$ cat src/rtl/gray_encoder_arbiter_if.sv
// Bundle of requester and consumer signals around the shared Gray encoder.
// The slave modport is the arbiter side, the master modport the stimulus side.
interface gray_encoder_arbiter_if #(
  parameter int N_REQ = 4,
  parameter int WIDTH = 4
);
  localparam int ID_W = (N_REQ > 1) ? $clog2(N_REQ) : 1;

  logic [N_REQ-1:0]       req_valid;
  logic [N_REQ*WIDTH-1:0] req_data;
  logic [N_REQ-1:0]       req_ready;
  logic                   out_valid;
  logic                   out_ready;
  logic [WIDTH-1:0]       out_gray;
  logic [WIDTH-1:0]       out_bin;
  logic [ID_W-1:0]        out_id;
  logic [15:0]            grant_cnt;

  modport slave (
    input  req_valid,
    input  req_data,
    input  out_ready,
    output req_ready,
    output out_valid,
    output out_gray,
    output out_bin,
    output out_id,
    output grant_cnt
  );

  modport master (
    output req_valid,
    output req_data,
    output out_ready,
    input  req_ready,
    input  out_valid,
    input  out_gray,
    input  out_bin,
    input  out_id,
    input  grant_cnt
  );
endinterface

$ cat src/rtl/gray_encoder_arbiter.sv
// Round-robin arbiter feeding one binary-to-Gray stage with a single-entry,
// id-tagged output register drained by a valid/ready consumer.
module gray_encoder_arbiter #(
  parameter int N_REQ = 4,
  parameter int WIDTH = 4
) (
  input logic                   clk,
  input logic                   rst_n,
  gray_encoder_arbiter_if.slave bus
);
  localparam int ID_W = (N_REQ > 1) ? $clog2(N_REQ) : 1;

  // Handshake: a word moves on a rising edge where valid and ready are both 1.
  // req_ready may look at req_valid; a source must never gate valid on ready,
  // and must hold valid/data stable until the transfer happens.
  logic [ID_W-1:0]  r_ptr;
  logic             r_out_valid;
  logic [WIDTH-1:0] r_out_gray;
  logic [WIDTH-1:0] r_out_bin;
  logic [ID_W-1:0]  r_out_id;
  logic [15:0]      r_grant_cnt;

  logic             w_free;
  logic             w_accept;
  logic [N_REQ-1:0] w_grant;
  logic [ID_W-1:0]  w_win_idx;
  logic [ID_W-1:0]  w_next_ptr;
  logic [WIDTH-1:0] w_win_data;
  logic [WIDTH-1:0] w_win_gray;

  // The slot can take a new word if empty or being drained this same edge.
  assign w_free = !r_out_valid || bus.out_ready;

  always_comb begin : arbitrate
    logic [ID_W:0]   sum;
    logic [ID_W-1:0] idx;
    logic            found;
    w_grant   = '0;
    w_win_idx = '0;
    found     = 1'b0;
    sum       = '0;
    idx       = '0;
    for (int off = 0; off < N_REQ; off++) begin
      sum = {1'b0, r_ptr} + (ID_W+1)'(off);
      if (sum >= (ID_W+1)'(N_REQ)) begin
        sum = sum - (ID_W+1)'(N_REQ);
      end
      idx = sum[ID_W-1:0];
      if (!found && bus.req_valid[idx]) begin
        found        = 1'b1;
        w_grant[idx] = 1'b1;
        w_win_idx    = idx;
      end
    end
    if (!w_free || !rst_n) begin
      w_grant = '0;
    end
  end

  always_comb begin : select_data
    w_win_data = '0;
    for (int i = 0; i < N_REQ; i++) begin
      if (w_grant[i]) begin
        w_win_data = bus.req_data[i*WIDTH +: WIDTH];
      end
    end
  end

  assign w_accept   = |w_grant;
  assign w_win_gray = w_win_data ^ (w_win_data >> 1);
  assign w_next_ptr = (w_win_idx == ID_W'(N_REQ - 1)) ? '0 : w_win_idx + 1'b1;

  always_ff @(posedge clk or negedge rst_n) begin
    if (!rst_n) begin
      r_ptr       <= '0;
      r_out_valid <= 1'b0;
      r_out_gray  <= '0;
      r_out_bin   <= '0;
      r_out_id    <= '0;
      r_grant_cnt <= '0;
    end else if (w_accept) begin
      r_ptr       <= w_next_ptr;
      r_out_valid <= 1'b1;
      r_out_gray  <= w_win_gray;
      r_out_bin   <= w_win_data;
      r_out_id    <= w_win_idx;
      r_grant_cnt <= r_grant_cnt + 16'd1;
    end else if (bus.out_ready) begin
      r_out_valid <= 1'b0;
    end
  end

  assign bus.req_ready = w_grant;
  assign bus.out_valid = r_out_valid;
  assign bus.out_gray  = r_out_gray;
  assign bus.out_bin   = r_out_bin;
  assign bus.out_id    = r_out_id;
  assign bus.grant_cnt = r_grant_cnt;

  a_grant_onehot: assert property (@(posedge clk) disable iff (!rst_n)
    $onehot0(bus.req_ready));

  // A stalled result must not change under the consumer.
  a_stall_hold: assert property (@(posedge clk) disable iff (!rst_n)
    (r_out_valid && !bus.out_ready) |=>
      (r_out_valid && $stable(r_out_gray) && $stable(r_out_bin) && $stable(r_out_id)));
endmodule

$ cat src/flat_wrapper.sv
// flat-port wrapper written by rule: the top's interface ports become plain ports
module gray_encoder_arbiter_flat 
#(
  parameter int N_REQ = 4,
  parameter int WIDTH = 4
)
  (clk, rst_n, bus_req_valid, bus_req_data, bus_out_ready, bus_req_ready, bus_out_valid, bus_out_gray, bus_out_bin, bus_out_id, bus_grant_cnt);
  gray_encoder_arbiter_if #(.N_REQ(N_REQ), .WIDTH(WIDTH)) bus_i ();
  input logic clk;
  input logic rst_n;
  input wire logic [$bits(bus_i.req_valid)-1:0] bus_req_valid;
  input wire logic [$bits(bus_i.req_data)-1:0] bus_req_data;
  input wire logic [$bits(bus_i.out_ready)-1:0] bus_out_ready;
  output wire logic [$bits(bus_i.req_ready)-1:0] bus_req_ready;
  output wire logic [$bits(bus_i.out_valid)-1:0] bus_out_valid;
  output wire logic [$bits(bus_i.out_gray)-1:0] bus_out_gray;
  output wire logic [$bits(bus_i.out_bin)-1:0] bus_out_bin;
  output wire logic [$bits(bus_i.out_id)-1:0] bus_out_id;
  output wire logic [$bits(bus_i.grant_cnt)-1:0] bus_grant_cnt;
  assign bus_i.req_valid = bus_req_valid;
  assign bus_i.req_data = bus_req_data;
  assign bus_i.out_ready = bus_out_ready;
  assign bus_req_ready = bus_i.req_ready;
  assign bus_out_valid = bus_i.out_valid;
  assign bus_out_gray = bus_i.out_gray;
  assign bus_out_bin = bus_i.out_bin;
  assign bus_out_id = bus_i.out_id;
  assign bus_grant_cnt = bus_i.grant_cnt;
  gray_encoder_arbiter #(.N_REQ(N_REQ), .WIDTH(WIDTH)) u_core (.clk(clk), .rst_n(rst_n), .bus(bus_i));
endmodule
$ cat config.mk
export PLATFORM = sky130hd
export DESIGN_NAME = gray_encoder_arbiter_flat
export DESIGN_NICKNAME = d
export VERILOG_FILES = /design/src/rtl/gray_encoder_arbiter_if.sv /design/src/rtl/gray_encoder_arbiter.sv /design/src/flat_wrapper.sv
export SDC_FILE = /design/constraint.sdc
export NUM_CORES = 1
export LEC_CHECK = 0
export CORE_UTILIZATION = 28
export CTS_CLUSTER_SIZE = 40
export DETAILED_ROUTE_END_ITERATION = 7
export GPL_TIMING_DRIVEN = 0
export SYNTH_ARGS = -nofsm -noshare
export SYNTH_HDL_FRONTEND = slang
export SYNTH_SLANG_ARGS = --single-unit
$ cat constraint.sdc
create_clock -name clk -period 3.5 [get_ports clk]
set_input_delay 0.35 -clock clk [delete_from_list [all_inputs] [get_ports clk]]
set_output_delay 0.35 -clock clk [all_outputs]
set_load 0.02 [all_outputs]
Yosys cells after proc, flatten, opt, wreduce, memory -nomap -nowiden
Index checks and enable logic that the tools add are counted.

$add $sub $neg: 9. $lt $le $gt $ge: 12. Equal/unequal tests: 1. Multiplexer cells: 39. Bitwise operators: 4. Reduce and logical (&&, ||, !) cells: 17.

Operators with widths (count): $mux W4 (9); $mux W2 (9); $add A16 B1 Y16 const B (1); $mux W1 (13); $lt A2 B3 Y1 const B (4); $or A4 B4 Y4 (3); $ge A3 B3 Y1 const B (3); $bmux W1 S2 (4); $demux W1 S2 (4); $ge A2 B1 Y1 const B (4); $sub A2 B1 Y2 const B (4); $logic_and A1 B1 Y1 (7); $add A2 B2 Y3 const B (2); $logic_not A1 Y1 (6); $reduce_or A4 Y1 (1); $xor A4 B3 Y4 (1); $add A2 B1 Y3 const B (1); $ge A2 B3 Y1 const B (1); $add A2 B1 Y2 const B (1); $eq A2 B2 Y1 const B (1); $logic_or A1 B1 Y1 (2); $reduce_bool A2 Y1 (1).

Bits in registers: 29. Input bits: 23. Output and inout bits: 31. Logic and storage cells: 88.

Logic depth before layout (Yosys ltp)
Depth in word-level cells: 20. Depth in mapped cells: 15.

Worst setup path before layout
OpenSTA, ideal clock, no wires.

Kind: flip-flop to flip-flop. Start point: register (tool-made name). End point: register u_core.r_grant_cnt[1], in the netlist u_core.bus.grant_cnt[1]. Library setup time: 0.125 ns. Arrival: 3.502 ns. Data required time: 3.375 ns. Setup slack: -0.126 ns. Cell stages (with the launch flop): 13. Path buffers: 4. Cells stage by stage: dfrtp_1 buf_6 clkbuf_1 inv_1 ha_1 buf_2 mux4_2 a21oi_1 a2bb2oi_1 a21oi_2 a2111oi_4 buf_6 mux2_2.

RTL lines: end signal, assigned (line gray_encoder_arbiter.sv:87) `r_grant_cnt <= r_grant_cnt + 16'd1;`; end, declared (line gray_encoder_arbiter.sv:21) `logic [15:0] r_grant_cnt;`.

==> results.md <==
| Item | Reported |
|:---|:---|
| Outcome | complete, no violations |
| Mux contribution to synthesized area | 0.100 |
| Share of layout cells above drive strength 1 | 0.233 |
| Parity-gate share of the synthesized area counting xor and xnor cells | 0.0720 |
| Endpoint kind of the worst setup timing path | flip-flop |
| Number of antenna cells inserted | 0 |
| Number of nets in the layout | 315 |
| Number of endpoints with negative hold slack in the final report | 0 |
| Pin count of the biggest net entering global routing | 31 |
| Post-placement cell count | 358 |
| Post-DR vias/cell | 4.85 |
| Final total power | 2940 uW |
| Routed wire per std cell | 13.8 um |
| Starting utilization of the core area | 0.296 |
| Max Buffers Root-to-Sink | 2 |
| Routability-driven placement congestion ratio | 0.752 |
| Most common cell after layout, fill and taps aside | clkdlybuf4s50_1 |
| Post-cts hold buffer count | 0 |
| Count of flip-flops with a built-in enable after synthesis | 0 |
| Largest family of logic cells by synthesized area | simple AND/OR/NAND/NOR gates |
| Share of synthesized area occupied by flip-flops and latches | 0.339 |
| Estimated wirelength of the detail-placed design | 3740 um |
| Clock insertion delay at the later pin of the skew report | 0.27 ns |
| Adder and majority cell fraction of the synthesized area | 0.0484 |
| Synthesized Nets | 242 |
| Commonest cells after routing, fill and taps aside | clkdlybuf4s50_1 (46), dfrtp_1 (27), nand2_1 (19) |
| Distinct cell type count of the synthesized netlist | 56 |
| Transition time at the pin with the least slew margin | 0.656 ns |
| Core footprint | 6980 um2 |
| Cell count after synthesis | 211 |
| Die area | 7730 um2 |
| Global-route usage over all layers | 0.137 |
| Period minus WS final | 3.40 ns |
| Commonest register cell after synthesis | dfrtp_1 |
| Layout overhead on the synthesized area | 45.6% |
| Startpoint-to-endpoint class of the critical path | flip-flop to flip-flop |
| Tcrit/Tclk final | 0.971 |
| Proportion of register bits with asynchronous set or reset after synthesis | 1.00 |
| Pins over their slew limit | 0 |
| Area fraction in compound gates after synthesis | 0.183 |
| Final setup violating endpoints | 0 |
| IR drop worst, VDD | 0.207 mV |
| TritonCTS clock tree | yes |
| Vias in the first global route | 1779 |
| Type of the worst min-delay path | primary input to async pin |
| Post-route clock skew | 0.00366 ns |
| Number of antenna violations at the first check in global routing | 0 |
| Synthesis-stage register bit count | 28 |
| Number of remaining DRC errors | 0 |
| Leakage | 0.00130 uW |
| Overflow left after global routing | 0 |
| I/O pin count | 54 |
| Total of buffers placed on input and output ports | 51 |
| Startpoint kind of the worst setup timing path | flip-flop |
| Combined area of all synthesized cells | 2070 um2 |
| Die width | 87.9 um |
| Final wirelength | 5210 um |
| Count of warnings emitted by yosys | 0 |
| Arrival time at the worst endpoint | 3.60 ns |
| Total clock sinks | 28 |
| 1st-pass router iterations | 4 |
| Starting DRT DRC Count | 64 |
| CTS H-tree depth | 1 |
| Largest fanout on the critical path | 10 |
| Number of buffers created by CTS | 3 |
| Register clock-pin slew on the reported worst setup and hold paths | 0.09 ns |
| Height of the chip | 87.9 um |
| Total number of vias | 1837 |
| Number of max-capacitance violations reported | 0 |
| Unrepaired setup endpoints after global routing | true |
| Clock root buffer master | clkbuf_8 |
| Worst-case headroom to the max-slew limit | 0.562 |
| Antenna-violating nets left | 0 |
| Max Fclk | 0.294 GHz |
| Required time worst endpoint | 3.70 ns |
| Count of standard-cell rows | 30 |
| Pwr per Cell Area | 978 nW/um2 |
| Global-route wire length before repair | 8490 um |
| Final Instance Count excl. Fillers | 379 |
| Average cell area after synthesis | 9.80 um2 |
| Synth Area in Simple Gates | 0.206 |
## what timing repair did
item,in CTS,in global routing
buffers inserted,11,6
gates cloned,0,1
gates resized for setup,22,7
pin swaps,4,4
setup endpoints to repair,32,19
## area by class of cell
cell class | instances | area (um2)
repair buffers | 68 | 658
plain buffers | 14 | 121
flip-flops and latches | 28 | 702
clock inverters | 1 | 30.0
fillers | 682 | 3970
clock buffers | 3 | 41.3
well taps | 96 | 120
multi-input cells | 163 | 1310
inverters | 6 | 25.0
## metal layers
metal / track usage / vias to the layer above / part of all wire
met5: 0 / - / 0
met3: 0.0245 / 4 / 0.053
li1: - / 905 / -
met4: 0.0253 / 0 / 0.0065
met1: 0.184 / 887 / 0.47
met2: 0.233 / 41 / 0.47
## path summary, 6_finish.rpt
check	cells after the start	endpoint	slack, ns
max	15	u_core.bus.grant_cnt[10]	0.10
min	1	u_core.bus.grant_cnt[4]	0.1
max reg2reg	15	u_core.bus.grant_cnt[10]	0.10
min reg2reg	1	u_core.bus.grant_cnt[15]	0.47
max in group asynchronous	1	async pin	2.94
min in group clk	1	u_core.bus.grant_cnt[15]	0.47
## synth_stat cells (4+ instances only)
master | count | area share
nor3_1 | 7 | 0.017
and3_1 | 4 | 0.012
xor2_1 | 12 | 0.051
o21ai_0 | 8 | 0.019
buf_2 | 4 | 0.0097
mux2_2 | 8 | 0.044
nor2_1 | 15 | 0.027
ha_1 | 8 | 0.048
inv_1 | 5 | 0.0091
dfrtp_1 | 28 | 0.34
a21oi_1 | 5 | 0.012
mux2i_1 | 5 | 0.024
nand3_1 | 8 | 0.019
nand2_1 | 19 | 0.034
and2_1 | 4 | 0.012
nor2b_1 | 6 | 0.018
xnor2_1 | 5 | 0.021
clkbuf_1 | 5 | 0.0091
a22oi_1 | 4 | 0.015
## power by group
| part | total (uW) | leakage (uW) | switching, uW | internal, uW |
|---|---|---|---|---|
| logic | 2140 | 0.000924 | 1030 | 1110 |
| registers | 550 | 0.000344 | 96.7 | 453 |
| clock network | 250 | 0.0000357 | 96.9 | 153 |
| total | 2940 | 0.00130 | 1230 | 1720 |
## worst max-delay path, cell delays in order (launching register included)
cell	delay (ns)
dfrtp_2	0.39
buf_6	0.10
clkbuf_8	0.15
inv_4	0.06
ha_1	0.29
buf_6	0.10
mux4_2	0.57
buf_4	0.18
o21a_2	0.23
o2bb2ai_2	0.24
a2111oi_4	0.11
buf_6	0.17
clkbuf_16	0.15
buf_4	0.13
nor4b_2	0.28
xor2_1	0.17
## cell families after synthesis
group,count (synthesis)
muxes,16
adders and majority gates,8
DFF,28
buffers and inverters,20
and+or+nand+nor,77
AOI/OAI and AO/OA,45
xor gates and xnor gates,17
## flip-flops by register name, summed over array words and instances, names as in the netlist, named ones only
register and cells:
u_core.bus.out_gray 4, u_core.bus.out_valid 1, u_core.bus.grant_cnt 16, u_core.bus.out_bin 3
u_core.bus.out_id 2, u_core.r_ptr 1
## stage by stage
step	hold WS, ns	setup WS, ns	area (um2)	TNS (ns)	utilization
final	0.0975	0.103	3010	0	0.431
after global placement	0.460	-0.512	2710	-11.74	0.387
after floorplan	0.0544	0.0287	2070	0	-
after CTS	0.475	0.0291	2910	0	0.417
after global routing	0.136	-0.0329	3010	-0.0516	0.431
after detailed placement	0.463	-0.499	2710	-11.66	0.387
(Power assumes the default switching activity.)
